--- src/rtl/cpu_pkg.sv ---
// Shared definitions for the MIPS core front end.
// Provides the architectural vectors, the kernel-mode PC bit, the $k0 register
// index, the next-PC select encoding and the bit-31-preserving PC increment.
package cpu_pkg;

  localparam logic [31:0] RESET_PC = 32'h8000_0000;
  localparam logic [31:0] IRQ_VEC  = 32'h8000_0004;
  localparam logic [31:0] EXC_VEC  = 32'h8000_0008;
  localparam logic [31:0] NOP_WORD = 32'h0000_0000;

  localparam int unsigned KBIT = 31;
  localparam int unsigned K0   = 26;

  typedef enum logic [2:0] {
    SEL_SEQ,
    SEL_HOLD,
    SEL_REDIR,
    SEL_IRQ,
    SEL_EXC
  } pc_sel_e;

  // PC+4 with the carry out of bit 30 dropped so the mode bit never flips.
  function automatic logic [31:0] pc_inc(input logic [31:0] pc);
    return {pc[KBIT], pc[30:0] + 31'd4};
  endfunction

endpackage

--- src/rtl/if_stage_if.sv ---
// Bundle of all fetch-stage signals except clock and reset.
//   imem_addr/imem_data : combinational instruction ROM port
//   stall/flush         : hazard unit controls
//   redirect_*          : taken branch/jump/jr from later stages
//   irq, exc_req, exc_pc_plus4 : interrupt and decode-exception requests
//   if_instr/if_pc_plus4/if_valid : IF/ID pipeline register
//   epc_we/epc_data     : $k0 write of the handler return address
//   kernel_mode         : current PC[31]
// master = the fetch stage, slave = its surroundings.
interface if_stage_if;
  import cpu_pkg::*;

  logic [31:0] imem_addr;
  logic [31:0] imem_data;
  logic        stall;
  logic        flush;
  logic        redirect_valid;
  logic        redirect_jr;
  logic [31:0] redirect_pc;
  logic        irq;
  logic        exc_req;
  logic [31:0] exc_pc_plus4;
  logic [31:0] if_instr;
  logic [31:0] if_pc_plus4;
  logic        if_valid;
  logic        epc_we;
  logic [31:0] epc_data;
  logic        kernel_mode;

  modport master (
    output imem_addr,
    input  imem_data,
    input  stall,
    input  flush,
    input  redirect_valid,
    input  redirect_jr,
    input  redirect_pc,
    input  irq,
    input  exc_req,
    input  exc_pc_plus4,
    output if_instr,
    output if_pc_plus4,
    output if_valid,
    output epc_we,
    output epc_data,
    output kernel_mode
  );

  modport slave (
    input  imem_addr,
    output imem_data,
    output stall,
    output flush,
    output redirect_valid,
    output redirect_jr,
    output redirect_pc,
    output irq,
    output exc_req,
    output exc_pc_plus4,
    input  if_instr,
    input  if_pc_plus4,
    input  if_valid,
    input  epc_we,
    input  epc_data,
    input  kernel_mode
  );

endinterface

--- src/rtl/pc_next_sel.sv ---
// Combinational next-PC arbiter.
// Inputs : current pc, stall, redirect (valid/jr/pc), irq, exc_req, exc_pc_plus4.
// Outputs: sel (which source wins), target (next PC, word aligned), epc_data
//          (handler return address, meaningful for SEL_IRQ/SEL_EXC).
// Priority: exception > redirect > interrupt > stall > sequential.
module pc_next_sel
  import cpu_pkg::*;
#(
  parameter logic [31:0] IrqVec = IRQ_VEC,
  parameter logic [31:0] ExcVec = EXC_VEC
) (
  input  logic [31:0] pc,
  input  logic        stall,
  input  logic        redirect_valid,
  input  logic        redirect_jr,
  input  logic [31:0] redirect_pc,
  input  logic        irq,
  input  logic        exc_req,
  input  logic [31:0] exc_pc_plus4,
  output pc_sel_e     sel,
  output logic [31:0] target,
  output logic [31:0] epc_data
);

  logic        kernel;
  logic [31:0] seq_pc;
  logic        redir_k;
  logic        unused_redirect_lsbs;

  assign kernel  = pc[KBIT];
  assign seq_pc  = pc_inc(pc);
  // A jr issued from user space may not land in kernel space.
  assign redir_k = redirect_pc[KBIT] & ~(redirect_jr & ~kernel);
  assign unused_redirect_lsbs = ^redirect_pc[1:0];

  always_comb begin
    sel      = SEL_SEQ;
    target   = seq_pc;
    epc_data = seq_pc;
    if (exc_req && !kernel) begin
      sel      = SEL_EXC;
      target   = ExcVec;
      epc_data = exc_pc_plus4;
    end else if (redirect_valid) begin
      sel    = SEL_REDIR;
      target = {redir_k, redirect_pc[30:2], 2'b00};
    end else if (irq && !kernel && !stall) begin
      // Return address skips the discarded slot; the handler backs up by 4.
      sel    = SEL_IRQ;
      target = IrqVec;
    end else if (stall) begin
      sel    = SEL_HOLD;
      target = pc;
    end
  end

endmodule

--- src/rtl/if_stage.sv ---
// Instruction-fetch stage: PC register, IF/ID pipeline register and the
// one-cycle $k0 (epc) write pulse.
// Ports: clk, reset (async, active low), bus (if_stage_if.master) carrying the
// ROM port, hazard controls, redirect/irq/exception requests and IF/ID outputs.
module if_stage
  import cpu_pkg::*;
#(
  parameter logic [31:0] ResetPc = RESET_PC,
  parameter logic [31:0] IrqVec  = IRQ_VEC,
  parameter logic [31:0] ExcVec  = EXC_VEC,
  parameter logic [31:0] NopWord = NOP_WORD
) (
  input  logic          clk,
  input  logic          reset,
  if_stage_if.master    bus
);

  logic [31:0] pc_q;
  logic [31:0] instr_q;
  logic [31:0] pc4_q;
  logic        valid_q;
  logic        epc_we_q;
  logic [31:0] epc_data_q;

  pc_sel_e     sel;
  logic [31:0] target;
  logic [31:0] epc_next;
  logic [31:0] seq_pc;

  assign seq_pc = pc_inc(pc_q);

  pc_next_sel #(
    .IrqVec (IrqVec),
    .ExcVec (ExcVec)
  ) u_pc_next_sel (
    .pc             (pc_q),
    .stall          (bus.stall),
    .redirect_valid (bus.redirect_valid),
    .redirect_jr    (bus.redirect_jr),
    .redirect_pc    (bus.redirect_pc),
    .irq            (bus.irq),
    .exc_req        (bus.exc_req),
    .exc_pc_plus4   (bus.exc_pc_plus4),
    .sel            (sel),
    .target         (target),
    .epc_data       (epc_next)
  );

  always_ff @(posedge clk or negedge reset) begin
    if (!reset) begin
      pc_q       <= ResetPc;
      instr_q    <= NopWord;
      pc4_q      <= 32'h0;
      valid_q    <= 1'b0;
      epc_we_q   <= 1'b0;
      epc_data_q <= 32'h0;
    end else begin
      epc_we_q <= 1'b0;
      if (sel != SEL_HOLD) begin
        pc_q <= target;
      end
      if (sel == SEL_SEQ && !bus.flush) begin
        instr_q <= bus.imem_data;
        pc4_q   <= seq_pc;
        valid_q <= 1'b1;
      end else if (sel != SEL_HOLD || bus.flush) begin
        // Bubble still records the PC+4 of the slot it replaces.
        instr_q <= NopWord;
        pc4_q   <= seq_pc;
        valid_q <= 1'b0;
      end
      if (sel == SEL_IRQ || sel == SEL_EXC) begin
        epc_we_q   <= 1'b1;
        epc_data_q <= epc_next;
      end
    end
  end

  assign bus.imem_addr   = pc_q;
  assign bus.kernel_mode = pc_q[KBIT];
  assign bus.if_instr    = instr_q;
  assign bus.if_pc_plus4 = pc4_q;
  assign bus.if_valid    = valid_q;
  assign bus.epc_we      = epc_we_q;
  assign bus.epc_data    = epc_data_q;

endmodule
--- src/flat_wrapper.sv ---
// flat-port wrapper written by rule: the top's interface ports become plain ports
module if_stage_flat import cpu_pkg::*;
#(
  parameter logic [31:0] ResetPc = RESET_PC,
  parameter logic [31:0] IrqVec  = IRQ_VEC,
  parameter logic [31:0] ExcVec  = EXC_VEC,
  parameter logic [31:0] NopWord = NOP_WORD
)
  (clk, reset, bus_imem_addr, bus_imem_data, bus_stall, bus_flush, bus_redirect_valid, bus_redirect_jr, bus_redirect_pc, bus_irq, bus_exc_req, bus_exc_pc_plus4, bus_if_instr, bus_if_pc_plus4, bus_if_valid, bus_epc_we, bus_epc_data, bus_kernel_mode);
  if_stage_if bus_i ();
  input  logic clk;
  input  logic reset;
  output wire logic [$bits(bus_i.imem_addr)-1:0] bus_imem_addr;
  input wire logic [$bits(bus_i.imem_data)-1:0] bus_imem_data;
  input wire logic [$bits(bus_i.stall)-1:0] bus_stall;
  input wire logic [$bits(bus_i.flush)-1:0] bus_flush;
  input wire logic [$bits(bus_i.redirect_valid)-1:0] bus_redirect_valid;
  input wire logic [$bits(bus_i.redirect_jr)-1:0] bus_redirect_jr;
  input wire logic [$bits(bus_i.redirect_pc)-1:0] bus_redirect_pc;
  input wire logic [$bits(bus_i.irq)-1:0] bus_irq;
  input wire logic [$bits(bus_i.exc_req)-1:0] bus_exc_req;
  input wire logic [$bits(bus_i.exc_pc_plus4)-1:0] bus_exc_pc_plus4;
  output wire logic [$bits(bus_i.if_instr)-1:0] bus_if_instr;
  output wire logic [$bits(bus_i.if_pc_plus4)-1:0] bus_if_pc_plus4;
  output wire logic [$bits(bus_i.if_valid)-1:0] bus_if_valid;
  output wire logic [$bits(bus_i.epc_we)-1:0] bus_epc_we;
  output wire logic [$bits(bus_i.epc_data)-1:0] bus_epc_data;
  output wire logic [$bits(bus_i.kernel_mode)-1:0] bus_kernel_mode;
  assign bus_imem_addr = bus_i.imem_addr;
  assign bus_i.imem_data = bus_imem_data;
  assign bus_i.stall = bus_stall;
  assign bus_i.flush = bus_flush;
  assign bus_i.redirect_valid = bus_redirect_valid;
  assign bus_i.redirect_jr = bus_redirect_jr;
  assign bus_i.redirect_pc = bus_redirect_pc;
  assign bus_i.irq = bus_irq;
  assign bus_i.exc_req = bus_exc_req;
  assign bus_i.exc_pc_plus4 = bus_exc_pc_plus4;
  assign bus_if_instr = bus_i.if_instr;
  assign bus_if_pc_plus4 = bus_i.if_pc_plus4;
  assign bus_if_valid = bus_i.if_valid;
  assign bus_epc_we = bus_i.epc_we;
  assign bus_epc_data = bus_i.epc_data;
  assign bus_kernel_mode = bus_i.kernel_mode;
  if_stage #(.ResetPc(ResetPc), .IrqVec(IrqVec), .ExcVec(ExcVec), .NopWord(NopWord)) u_core (.clk(clk), .reset(reset), .bus(bus_i));
endmodule
--- config.mk ---
export PLATFORM = sky130hd
export DESIGN_NAME = if_stage_flat
export DESIGN_NICKNAME = d
export VERILOG_FILES = /design/src/rtl/cpu_pkg.sv /design/src/rtl/if_stage_if.sv /design/src/rtl/pc_next_sel.sv /design/src/rtl/if_stage.sv /design/src/flat_wrapper.sv
export SDC_FILE = /design/constraint.sdc
export NUM_CORES = 1
export LEC_CHECK = 0
export BUFFER_PORTS_ARGS = -buffer_cell sky130_fd_sc_hd__buf_2
export CAP_MARGIN = 20
export CORE_ASPECT_RATIO = 2
export CORE_MARGIN = 5
export CORE_UTILIZATION = 45
export CTS_CLUSTER_DIAMETER = 80
export DETAILED_ROUTE_END_ITERATION = 8
export PLACE_DENSITY_LB_ADDON = 0.08
export SLEW_MARGIN = 10
export SYNTH_ARGS = -nofsm -noshare
export SYNTH_HDL_FRONTEND = slang
export SYNTH_SLANG_ARGS = --single-unit
--- constraint.sdc ---
create_clock -name clk -period 2.6 [get_ports clk]
set_clock_uncertainty 0.2 [all_clocks]
set_input_delay 0.13 -clock clk [delete_from_list [all_inputs] [get_ports clk]]
set_output_delay 0.13 -clock clk [all_outputs]
set_load 0.01 [all_outputs]
==> metrics list, run 1 <==
* Worst ir drop on vdd: about 0.0006 V
- Run status: finished clean
- Dominant cell type by count on the critical path: sky130_fd_sc_hd__a21oi_1
- For this run, the slowest stage of the critical path takes 580 ps.
- After legalization and detailed placement, the total HPWL measured around 14 mm.
- Dominant cells by area after synthesis: sky130_fd_sc_hd__dfrtp_1 53%, sky130_fd_sc_hd__a22o_1 5.4%, sky130_fd_sc_hd__o21ai_0 4.4%
- The clock period could shrink to approximately 2500 ps.
- Latest clock arrival within the worst-skew pair: 410 ps
- Wire length of the first global-routing pass: ~32 mm
- Initial antenna violation count: 0
* Proportion of layout cells with a drive suffix above 1: between 30% and 40%
- Wire length per cell: around 19 microns
- The clock drives roughly 130 sinks.
- In this run the tightest slew margin relative to its limit is between 30% and 40%.
- Vias per Instance: about 5.5
- Number of global-route vias before repair: 6,102
- Timing would allow up to between 0.3 and 0.4 GHz.
- Summing every instance area after synthesis gives slightly below 6000 sq um.
- Library cell used as clock root buffer: sky130_fd_sc_hd__clkbuf_16
* Total of max-cap violations: 0
* Cell family with the largest share of critical-path delay: simple AND/OR/NAND/NOR gates
- In this run, synthesis inferred 0 flip-flops with an integrated enable.
- For this run, the share of the core covered by cells in the final layout is between 60% and 70%.
- For this run, the number of Yosys warnings is 0.
- The worst setup path is launched from a register.
- Post-synth top area share: a little over half
- STA puts the critical path data required time at ~2800 ps.
* Multiplexer share of the synthesized area: less than 1%
- Synthesis inferred approximately 130 register bits.
- The repair_antennas step left the layout with diodes totalling 0.
* Synthesized instance count: around 570
- Number of setup violations in the final report: 0
* CTS tree: done
* Share of flip-flops with an asynchronous set or reset after synthesis: between 90% and 100%
- Arithmetic-cell share of the synthesized area counting full adders, half adders and majority gates: less than 1%
- Power spread over the standard cell area amounts to between 700 and 800 nW/um^2.
- Maximum number of pins on one net before global-route repair: between 50 and 60
- The area growth from synthesis to layout is 51.56%.
* DRC errors left: 0
* Max-slew violation total from the final report: 0
- The count of final hold-check violations was 0.
- After synthesis, the largest family of logic cells by area is compound AO/OA/AOI/OAI gates.
- A synthesized cell averages between 10 and 15 sq um.
- LEAKAGE: approximately 4.3 nW
- Total Negative Setup Slacks: 0 ps
* Fraction of the mapped netlist area in simple logic gates: between 10% and 20%
- Together, buffers and inverters on the worst path number 1.
* Post-Route WL: between 20 and 25 mm
* Synthesized-area fraction occupied by ao, oa, aoi and oai cells: between 20% and 30%
- Worst setup path class: reg -> reg
* Number of buffers added by the clock tree synthesis step: 17
* Netlist cell types: 56
- XOR/XNOR Fraction of Synth Area: 4.033%
- Cell with the largest stage delay on the worst path: sky130_fd_sc_hd__dlygate4sd3_1
- Iteration-0 DRC count of the detailed router: 313
- The longest clock path from root to sink contains 2 buffers.
- Once the floorplan was initialized, standard cells occupied 45.38% of the core.
- After global routing the overflow that remains totals 0.
- Of all cell types, the one taking the most synthesized area is sky130_fd_sc_hd__dfrtp_1.
- Pin slew with the least headroom to its limit: 1021 ps
* Share of the cycle needed by the critical path after routing: a little over nine tenths
* Number of rows in the core area: 59
- Number of nets with antenna violations after detailed routing: 0
- Placeable core region: around 13,000 sq um
- For the worst setup path, the data arrival time is 2670 ps.
- Setup repair after global routing missed its margin: no
* Critical path, cell by cell: nand4_2 -> or2_1 -> nor3_4 -> a21oi_1 -> a21oi_1 -> dlygate4sd3_1
- Clock-pin slew was measured on the worst setup and hold paths at about 60 ps.
- Port buffer count: between 200 and 250
- Classification of the worst-slack hold path: in -> async
- Number of nets in the finished design: about 1.0k
- about 240 I/O pins were placed.
- Sequential share of the synthesized area: between 50% and 60%
- DIE HEIGHT: ~170 microns
* Placer's final routability congestion estimate: between 0.8 and 0.9
- Count of TritonRoute iterations in the first routing pass: 5
* Crit end category: register
- For this run, the leading register cell type out of synthesis is sky130_fd_sc_hd__dfrtp_1.
- The die covers roughly 16,000 sq um.
* Via total after detailed routing: 5,864
- Along the worst path, the maximum fanout reaches 8.
- Die outline width: a little over 90 microns
- Global routing used between 20% and 30% of the available tracks across all layers.
- H-tree Lvls: 4
==> state kept, by name (all words and copies together) (netlist names) <==
signal	flops
u_core.bus.epc_we	1
u_core.bus.if_valid	1
u_core.bus.imem_addr	30
u_core.bus.if_pc_plus4	30
u_core.bus.epc_data	32
u_core.bus.if_instr	32
==> metrics by stage <==
step / area [sq um] / hold slack [ps] / setup WS [ps] / total power, mW / cells
after floorplan: 5874 / -365.6 / 467.0 / 3.239 / 575
after global placement: 7169 / -97.81 / 282.6 / 3.886 / 927
after detailed placement: 7169 / -84.83 / 220.8 / 3.929 / 927
after CTS: 8884 / 47.76 / 59.32 / 6.759 / 1063
after global routing: 8886 / 77.52 / 8.575 / 7.037 / 1063
final: 8886 / 30.97 / 80.91 / 6.714 / 1063
==> worst paths after layout <==
kind	start	endpoint	slack, ps	depth (start not counted)
setup / recovery	u_core.bus.imem_addr[4]	u_core.bus.imem_addr[19]	80	6
hold / removal	reset	u_core.bus.if_instr[20]	30	2
setup reg to reg	u_core.bus.imem_addr[4]	u_core.bus.imem_addr[19]	80	6
hold reg to reg	u_core.bus.if_pc_plus4[31]	u_core.bus.if_pc_plus4[31]	260	2
max in group asynchronous	reset	u_core.bus.imem_addr[31]	1440	3
min in group clk	bus_exc_req	u_core.bus.imem_addr[18]	70	5
==> cells in the final DEF, fill, tap and decap left out, types with 19 or more instances in the layout <==
cell type / n
sky130_fd_sc_hd__a21oi_1: 44
sky130_fd_sc_hd__a22o_1: 36
sky130_fd_sc_hd__a22oi_1: 29
sky130_fd_sc_hd__buf_2: 227
sky130_fd_sc_hd__buf_4: 22
sky130_fd_sc_hd__dfrtp_1: 125
sky130_fd_sc_hd__dlygate4sd3_1: 104
sky130_fd_sc_hd__nand2_1: 29
sky130_fd_sc_hd__nor2_1: 54
sky130_fd_sc_hd__o21ai_0: 50
sky130_fd_sc_hd__xnor2_1: 19
==> routing by layer <==
layer / vias to the layer above / wire length, microns / global-route usage [%]
met5: - / 0 / 0
met4: 0 / 600 / 10.50
met3: 46 / 1218 / 6.127
met2: 248 / 10940 / 47.55
met1: 2838 / 7355 / 27.84
li1: 2732 / - / -
==> worst reg2reg max path: cells and delay by family (launching register included) <==
family	cells	cell delay [ps]
AO/OA/AOI/OAI	2	240
buffers and inverters	1	580
flip-flops	1	510
AND/OR/NAND/NOR	3	930
==> cell type report <==
cell class / instances / area, sq um
Clock buffer: 20 / 466.7
Clock inverter: 12 / 206.4
Fill cell: 1018 / 4033
Inverter: 10 / 37.54
Multi-Input combinational cell: 388 / 2457
Sequential cell: 126 / 3154
Tap cell: 152 / 190.2
Timing Repair Buffer: 355 / 2374
==> cells by family after synthesis <==
logic type               count (synthesis)
AO/OA/AOI/OAI                          200
XOR/XNOR                                27
adder cells (fa/ha/maj)                  1
buffers and inverters                   61
flip-flops                             126
multiplexers                             2
other                                    1
AND/OR/NAND/NOR                        154
==> power breakdown <==
group	internal [mW]	leakage, nW	switching (mW)
clock	1.79	0.315	0.895
sequential	2.28	1.60	0.249
combinational	0.692	2.43	0.813
==> cells in the mapped netlist (all sizes together) (2+ instances only) <==
| master | n |
|---|---|
| nand2b | 4 |
| nor4 | 7 |
| a22o | 36 |
| nor2b | 4 |
| nor2 | 56 |
| and4 | 3 |
| nand3 | 12 |
| o311ai | 6 |
| a21o | 3 |
| clkbuf | 23 |
| o211ai | 3 |
| a21oi | 45 |
| nand4 | 14 |
| a22oi | 29 |
| a31oi | 6 |
| xor2 | 8 |
| nand2 | 29 |
| a211oi | 2 |
| a221o | 6 |
| nor3b | 2 |
| xnor2 | 19 |
| buf | 28 |
| or2 | 3 |
| o21ai | 56 |
| nor3 | 11 |
| and3 | 8 |
| dfrtp | 125 |
| o22ai | 4 |
| mux2i | 2 |
| inv | 10 |
==> timing repair <==
action / in CTS / in global routing
buffers inserted: 0 / 0
endpoints found under the hold margin: 219 / 0
setup endpoints to repair: 0 / 2
resized for setup: 0 / 2
hold buffers: 104 / 0
Power figures use the tool's default switching activity.
==> run 2, diff against run 1 <==
CORE_UTILIZATION = 25   (was 45)
PLACE_DENSITY_LB_ADDON = unset   (was 0.08)
==> metrics list, run 2 (synthesis results as in run 1) <==
- The H-tree depth was 4 (unchanged).
* Iteration-0 DRC count of the detailed router: 300 (-4.2%)
- The final estimated routing congestion in global placement came to 0.8300 (-5.5%).
* Post-CTS Repair Setup Buffers: 0 (unchanged)
* Library cell used as clock root buffer: sky130_fd_sc_hd__clkbuf_16
* Total of max-cap violations: 0 (unchanged)
- The wire length per cell after detailed routing was 19.00 microns (+0.42%).
- Pre-CTS setup slack: 128.2 ps (-92.57 ps)
- Run status: finished clean
* Proportion of layout cells with a drive suffix above 1: 33.48% (unchanged)
- Number of rows in the core area: 79 (+34%)
- Critical path, cell by cell: ha_1 -> nand4_2 -> nand2b_1 -> nor3_1 -> xnor2_1 -> a21oi_1
- TritonCTS built the clock tree.
- The number of cells on the worst reg-to-reg path came to 6 (unchanged).
- Final setup slack of the worst path: 203.2 ps (+122.3 ps)
* Die outline width: 118.3 microns (+30%)
- Filler instances: 2,247 (+120%)
- DIE HEIGHT: 226.6 microns (+32%)
- In this run the critical register-to-register path is captured at u_core.bus.if_pc_plus4[24].
- The count of final hold-check violations was 0 (unchanged).
- The number of top-level pins is 235 (unchanged).
- Multi-input gate area in the final layout: 2462 sq um (+0.20%)
- On the critical path the largest part of the delay comes from simple AND/OR/NAND/NOR gates.
- The area enclosed by the die boundary came to 26,800 sq um (+72%).
* Cell with the largest stage delay on the worst path: sky130_fd_sc_hd__dfrtp_1
- Crit path from: u_core.bus.imem_addr[3]
- The number of nets in the layout was 1,003 (unchanged).
- The total placed instance area came to 7346 sq um (+2.5%).
- Post-Route WL: 22.71 mm (+13%)
* LEAKAGE: 4.374 nW (+0.75%)
- Vias per Instance: 4.844 (-12%)
- The period utilization came to 92.19% (-4.7 points).
* Number of nets with antenna violations after detailed routing: 0 (unchanged)
- The number of global-route vias before repair is 6,227 (+2.0%).
* Fraction of power consumed by sequential logic: 36.3% (-1.4 points)
- Initial cell density of the core: 25.24% (-20 points)
- The first-pass GRT wire length came to 34.99 mm (+10%).
- Maximum number of pins on one net before global-route repair: 78 (+39%)
* GRT Util Overall: 17.02% (-8.7 points)
* Initial antenna violation count: 1 (+1)
- The sink count of the clock tree came to 126 (unchanged).
- The worst setup path is captured at a register.
- The tightest slew margin relative to the limit is 32.02% (+0.21 points).
* Launch instance of the worst register-to-register path: u_core.bus.imem_addr[3]
* Net switching share of the total power: 28.75% (-0.41 points)
* CP max FO: 8 (unchanged)
- Half-perimeter wire length after detailed placement: 16.46 mm (+17%)
* Slack of the worst reg-to-reg path: 200 ps (+120 ps)
* Hold Path End: u_core.bus.imem_addr[18]
- Buffers from clock root to sink, at most: 2 (unchanged)
* Startpoint Class: register
- Design Area, Final: 9111 sq um (+2.5%)
* Number of setup violations in the final report: 0 (unchanged)
- Via total after detailed routing: 5,789 (-1.3%)
- Data required time at the worst endpoint: 2700 ps (-50 ps)
- Count of TritonRoute iterations in the first routing pass: 5 (unchanged)
* Max frequency: 0.4172 GHz (+5.1%)
- Worst setup path class: reg -> reg
* Leading cell type in the layout, fill and taps excluded: sky130_fd_sc_hd__buf_2
- Worst ir drop on vdd: 0.0003874 V (-36%)
- The total CTS buffers came to 17 (unchanged).
- Setup repair after global routing missed its margin: no
- Smallest hold slack: 44.72 ps (+13.75 ps)
* Data arrival at the endpoint of the critical path: 2500 ps (-170 ps)
- Placeable core region: 23,230 sq um (+80%)
- The area growth from synthesis to layout is 55.40%.
- The internal portion of total power came to 4.964 mW (+4.4%).
- Worst hold start: bus_exc_req
* Most used cells in the layout excluding fill and tap cells: 227 x sky130_fd_sc_hd__buf_2, 125 x sky130_fd_sc_hd__dfrtp_1, 104 x sky130_fd_sc_hd__dlygate4sd3_1, 54 x sky130_fd_sc_hd__nor2_1, 50 x sky130_fd_sc_hd__o21ai_0
- Buffers and inverters on the worst path: 0 (-1)
- The net switching power figure was 2.003 mW (+2.3%).
- Total number of cells along the worst setup path: 6 (unchanged)
- Latest clock arrival within the worst-skew pair: 440 ps (+30 ps)
- Power Density: 764.7 nW/um^2 (+1.2%)
- Pin slew with the least headroom to its limit: 1018 ps (-3.211 ps)
- The leftover overflow at the end of global routing is 0 (unchanged).
- The max-slew violation count is 0 (unchanged).
- The post-detailed-route DRC marker count came to 0 (unchanged).
- The total negative setup slack came to 0 ps (unchanged).
* Clock-pin slew of the registers on the worst-case setup and hold paths: 60 ps (about the same)
* Classification of the worst-slack hold path: in -> reg
- The critical path's largest stage delay was 420 ps (-160 ps).
* Port buffer count: 228 (unchanged)
- The part of the total power dissipated in combinational logic came to 21.9% (-0.5 points).
- The area used by sequential logic in the layout came to 3154 sq um (unchanged).
- Cells on Worst Hold Path: 5
* Clock Power Share: 41.8% (+1.9 points)
* Time the worst path needs with I/O delays and setup: 2397 ps (-122.3 ps)
[run 2: final cells by class]
| class | count | area share [%] |
|---|---|---|
| Inverter | 10 | 0.4120 |
| Antenna cell | 1 | 0.02746 |
| Timing Repair Buffer | 355 | 26.19 |
| Tap cell | 283 | 3.886 |
| Clock inverter | 10 | 2.527 |
| Clock buffer | 22 | 5.314 |
| Multi-Input combinational cell | 388 | 27.03 |
| Sequential cell | 126 | 34.62 |
[run 2: worst max-delay path by stage]
stage | end | slack, ps
2_1_floorplan | u_core.bus.imem_addr[14] | 470
3_3_place_gp | u_core.bus.epc_data[26] | 200
3_5_place_dp | u_core.bus.epc_data[26] | 130
6_report | u_core.bus.if_pc_plus4[24] | 200
4_1_cts | u_core.bus.imem_addr[31] | 100
5_1_grt | u_core.bus.if_pc_plus4[24] | 20
[run 2: tightest hold or removal path, cell delays in order]
cell,delay [ps]
sky130_fd_sc_hd__buf_2,120
sky130_fd_sc_hd__nand2b_1,70
sky130_fd_sc_hd__buf_4,190
sky130_fd_sc_hd__o21ai_0,80
sky130_fd_sc_hd__a31oi_1,40
[run 2: per-stage QoR]
| stage | util (%) | instances | power [mW] |
|---|---|---|---|
| 3_3_place_gp | 31.62 | 1058 | 3.943 |
| 4_1_cts | 39.18 | 1194 | 7.034 |
| 2_1_floorplan | - | 575 | 3.239 |
| 5_1_grt | 39.22 | 1195 | 7.269 |
| 6_report | 39.22 | 1195 | 6.967 |
| 3_5_place_dp | 31.62 | 1058 | 3.967 |
[run 2: what timing repair did]
action,CTS,global route
endpoints found under the hold margin,219,0
gates resized for setup,0,2
hold buffers,104,0
setup endpoints to repair,0,4
[run 2: power by group through the flow]
stage / clock network [mW] / registers [mW] / logic [mW]
global route: 3.03 / 2.57 / 1.67
detailed placement: 0 / 2.56 / 1.41
floorplan: 0 / 2.66 / 0.576
finish: 2.91 / 2.53 / 1.53
global placement: 0 / 2.55 / 1.39
CTS: 2.96 / 2.53 / 1.55
[run 2: layer usage]
layer	GRT usage, %	wire [microns]	vias to the layer above
li1	-	-	2731
met4	9.407	860	0
met2	31.70	12600	208
met1	17.42	8134	2802
met3	3.694	1109	48
met5	0	0	-
==> run 3, diff against run 2 <==
CORE_UTILIZATION = 39   (was 25)
PLACE_DENSITY = 0.67   (was unset)
==> metrics list, run 3 (synthesis results as in run 1) <==
* CP max FO: 30 (+22)
* Max-slew violation total from the final report: 0 (unchanged)
- The largest net degree at the start of global routing was 57 (-27%).
- The count of input and output buffers is 228 (unchanged).
- Count of TritonRoute iterations in the first routing pass: 5 (unchanged)
* Buffers from clock root to sink, at most: 2 (unchanged)
- The core region area was 14,820 sq um (-36%).
- The layout cell share with drive strength beyond 1 is 33.15% (-0.33 points).
- The clock slew seen by the registers of the worst setup and hold paths was 60 ps (about the same).
* Number of setup violations in the final report: 0 (unchanged)
* Placer's final routability congestion estimate: 0.8606 (+3.7%)
- Total Negative Setup Slacks: 0 ps (unchanged)
* Latest clock arrival within the worst-skew pair: 410 ps (-30 ps)
- The net switching power figure is 1.952 mW (-2.6%).
* Half-perimeter wire length after detailed placement: 14.74 mm (-10%)
* Hold violation count in the final report: 0 (unchanged)
* Initial antenna violation count: 0 (-1)
- The post-detailed-route DRC marker count came to 0 (unchanged).
- The total setup buffers inserted after CTS is 0 (unchanged).
- Max frequency: 0.4030 GHz (-3.4%)
- Initial cell density of the core: 39.56% (+14 points)
* Number of nets in the finished design: 997 (-0.60%)
- Classification of the worst-slack hold path: in -> reg
* Die footprint: 17,730 sq um (-34%)
- The placed instance count is 965 (-8.8%).
- The period utilization came to 95.44% (+3.3 points).
* Setup repair after global routing missed its margin: no
* DIE HEIGHT: 183.4 microns (-19%)
- Post-Route WL: 21.31 mm (-6.2%)
- The transition time at the pin with the least slew margin is 707.4 ps (-310.2 ps).
- The number of filler cells placed in the layout came to 1,269 (-44%).
- Time the worst path needs with I/O delays and setup: 2481 ps (+84.61 ps)
- The internal portion of total power is 4.555 mW (-8.2%).
- Number of nets with antenna violations after detailed routing: 0 (unchanged)
- GRT Util Overall: 23.94% (+6.9 points)
- The detailed-route via count was 6,007 (+3.8%).
- The violation count after the first detailed-routing iteration is 370 (+23%).
- The total CTS buffers is 17 (unchanged).
* Power Density: 736.5 nW/um^2 (-3.7%)
* Library cell used as clock root buffer: sky130_fd_sc_hd__clkbuf_16
* Wire length of the first global-routing pass: 33.87 mm (-3.2%)
- Vias per Instance: 5.461 (+13%)
- Synth-to-layout area growth: 50.68%
- Number of clock sinks: 126 (unchanged)
- In the layout the commonest cells are 227 x sky130_fd_sc_hd__buf_2, 125 x sky130_fd_sc_hd__dfrtp_1, 103 x sky130_fd_sc_hd__dlygate4sd3_1, 54 x sky130_fd_sc_hd__nor2_1, 50 x sky130_fd_sc_hd__o21ai_0.
* Data required time at the worst endpoint: 2730 ps (+30 ps)
- The filler-free cell count of the finished design was 1,100 (-7.9%).
- Startpoint Class: input pin
* Wire length per cell: 19.37 microns (+1.9%)
* Data arrival at the endpoint of the critical path: 2620 ps (+120 ps)
* Headroom to the max-slew limit: 52.84% (+21 points)
* Comb power frac: 22.8% (+0.9 points)
* Remaining Overflow, GRT: 0 (unchanged)
- Smallest hold slack: 18.74 ps (-25.98 ps)
- Boundary Pins: 235 (unchanged)
- Worst ir drop on vdd: 0.0004459 V (+15%)
- TritonCTS built the clock tree.
- Run status: finished clean
* Leading cell type in the layout, fill and taps excluded: sky130_fd_sc_hd__buf_2
* Number of global-route vias before repair: 6,415 (+3.0%)
* LEAKAGE: 4.298 nW (-1.7%)
- The part of the total power dissipated in sequential elements came to 39.3% (+3.0 points).
- The clock group share of total power came to 38.0% (-3.8 points).
- The antenna diode count was 0 (-1).
- The chip width came to 96.70 microns (-18%).
* Net switching share of the total power: 30.00% (+1.2 points)
* Total of max-cap violations: 0 (unchanged)
- H-tree Lvls: 4 (unchanged)
- Number of rows in the core area: 63 (-20%)
- Cts repair resizes: 0 (unchanged)
- Worst setup path class: in -> reg
* Crit end category: register
==> run 3: power by group through the flow <==
stage	Combinational, mW	Clock [mW]	Sequential (mW)
after floorplan	0.576	0	2.66
after global placement	1.32	0	2.56
after detailed placement	1.35	0	2.58
after CTS	1.49	2.52	2.55
after global routing	1.61	2.61	2.59
final	1.48	2.47	2.56
==> run 3: routing by layer <==
metal / GRT usage (%) / vias up / part of all wire, %
met3: 5.482 / 71 / 6.1
met5: 0 / - / 0
met1: 25.34 / 2914 / 35
met4: 14.17 / 0 / 5.2
met2: 43.00 / 308 / 54
li1: - / 2714 / -
==> run 3: cell type report <==
cell class	count	area, sq um	share of cell area (%)
Clock buffer	21	480.5	5.438
Clock inverter	11	137.6	1.558
Inverter	10	37.54	0.4249
Multi-Input combinational cell	388	2455	27.79
Sequential cell	126	3154	35.70
Tap cell	195	244.0	2.762
Timing Repair Buffer	349	2326	26.33
==> run 3: through the flow <==
step	instance area [sq um]	total power [mW]	util (%)	setup WS (ps)
2_1_floorplan	5874	3.239	-	467.0
3_3_place_gp	7186	3.878	48.49	256.8
3_5_place_dp	7186	3.929	48.49	161.8
4_1_cts	8835	6.552	59.62	155.9
5_1_grt	8835	6.812	59.62	3.581
6_report	8835	6.507	59.62	118.6
==> run 3: path summary, 6_finish.rpt <==
path / from / endpoint / slack (ps) / cells after the start
max in group asynchronous: reset / u_core.bus.epc_data[15] / 1240 / 3
min in group asynchronous: reset / u_core.bus.if_pc_plus4[6] / 60 / 2
max: bus_redirect_valid / u_core.bus.imem_addr[31] / 120 / 7
min: bus_exc_req / u_core.bus.imem_addr[2] / 20 / 3
max reg2reg: u_core.bus.imem_addr[3] / u_core.bus.epc_data[26] / 180 / 6
min reg2reg: u_core.bus.if_pc_plus4[31] / u_core.bus.if_pc_plus4[31] / 260 / 2
==> run 3: timing repair <==
action,4_1_cts,5_1_grt
setup endpoints to repair,0,0
hold endpoints to repair,185,0
hold buffers,103,0
==> run 3: worst max-delay path, cell delays in order <==
cell and delay, ps:
sky130_fd_sc_hd__dlygate4sd3_1 510, sky130_fd_sc_hd__buf_2 290, sky130_fd_sc_hd__nor2_1 150, sky130_fd_sc_hd__a21oi_1 150, sky130_fd_sc_hd__or2_2 580, sky130_fd_sc_hd__o21ai_0 190, sky130_fd_sc_hd__dlygate4sd3_1 600
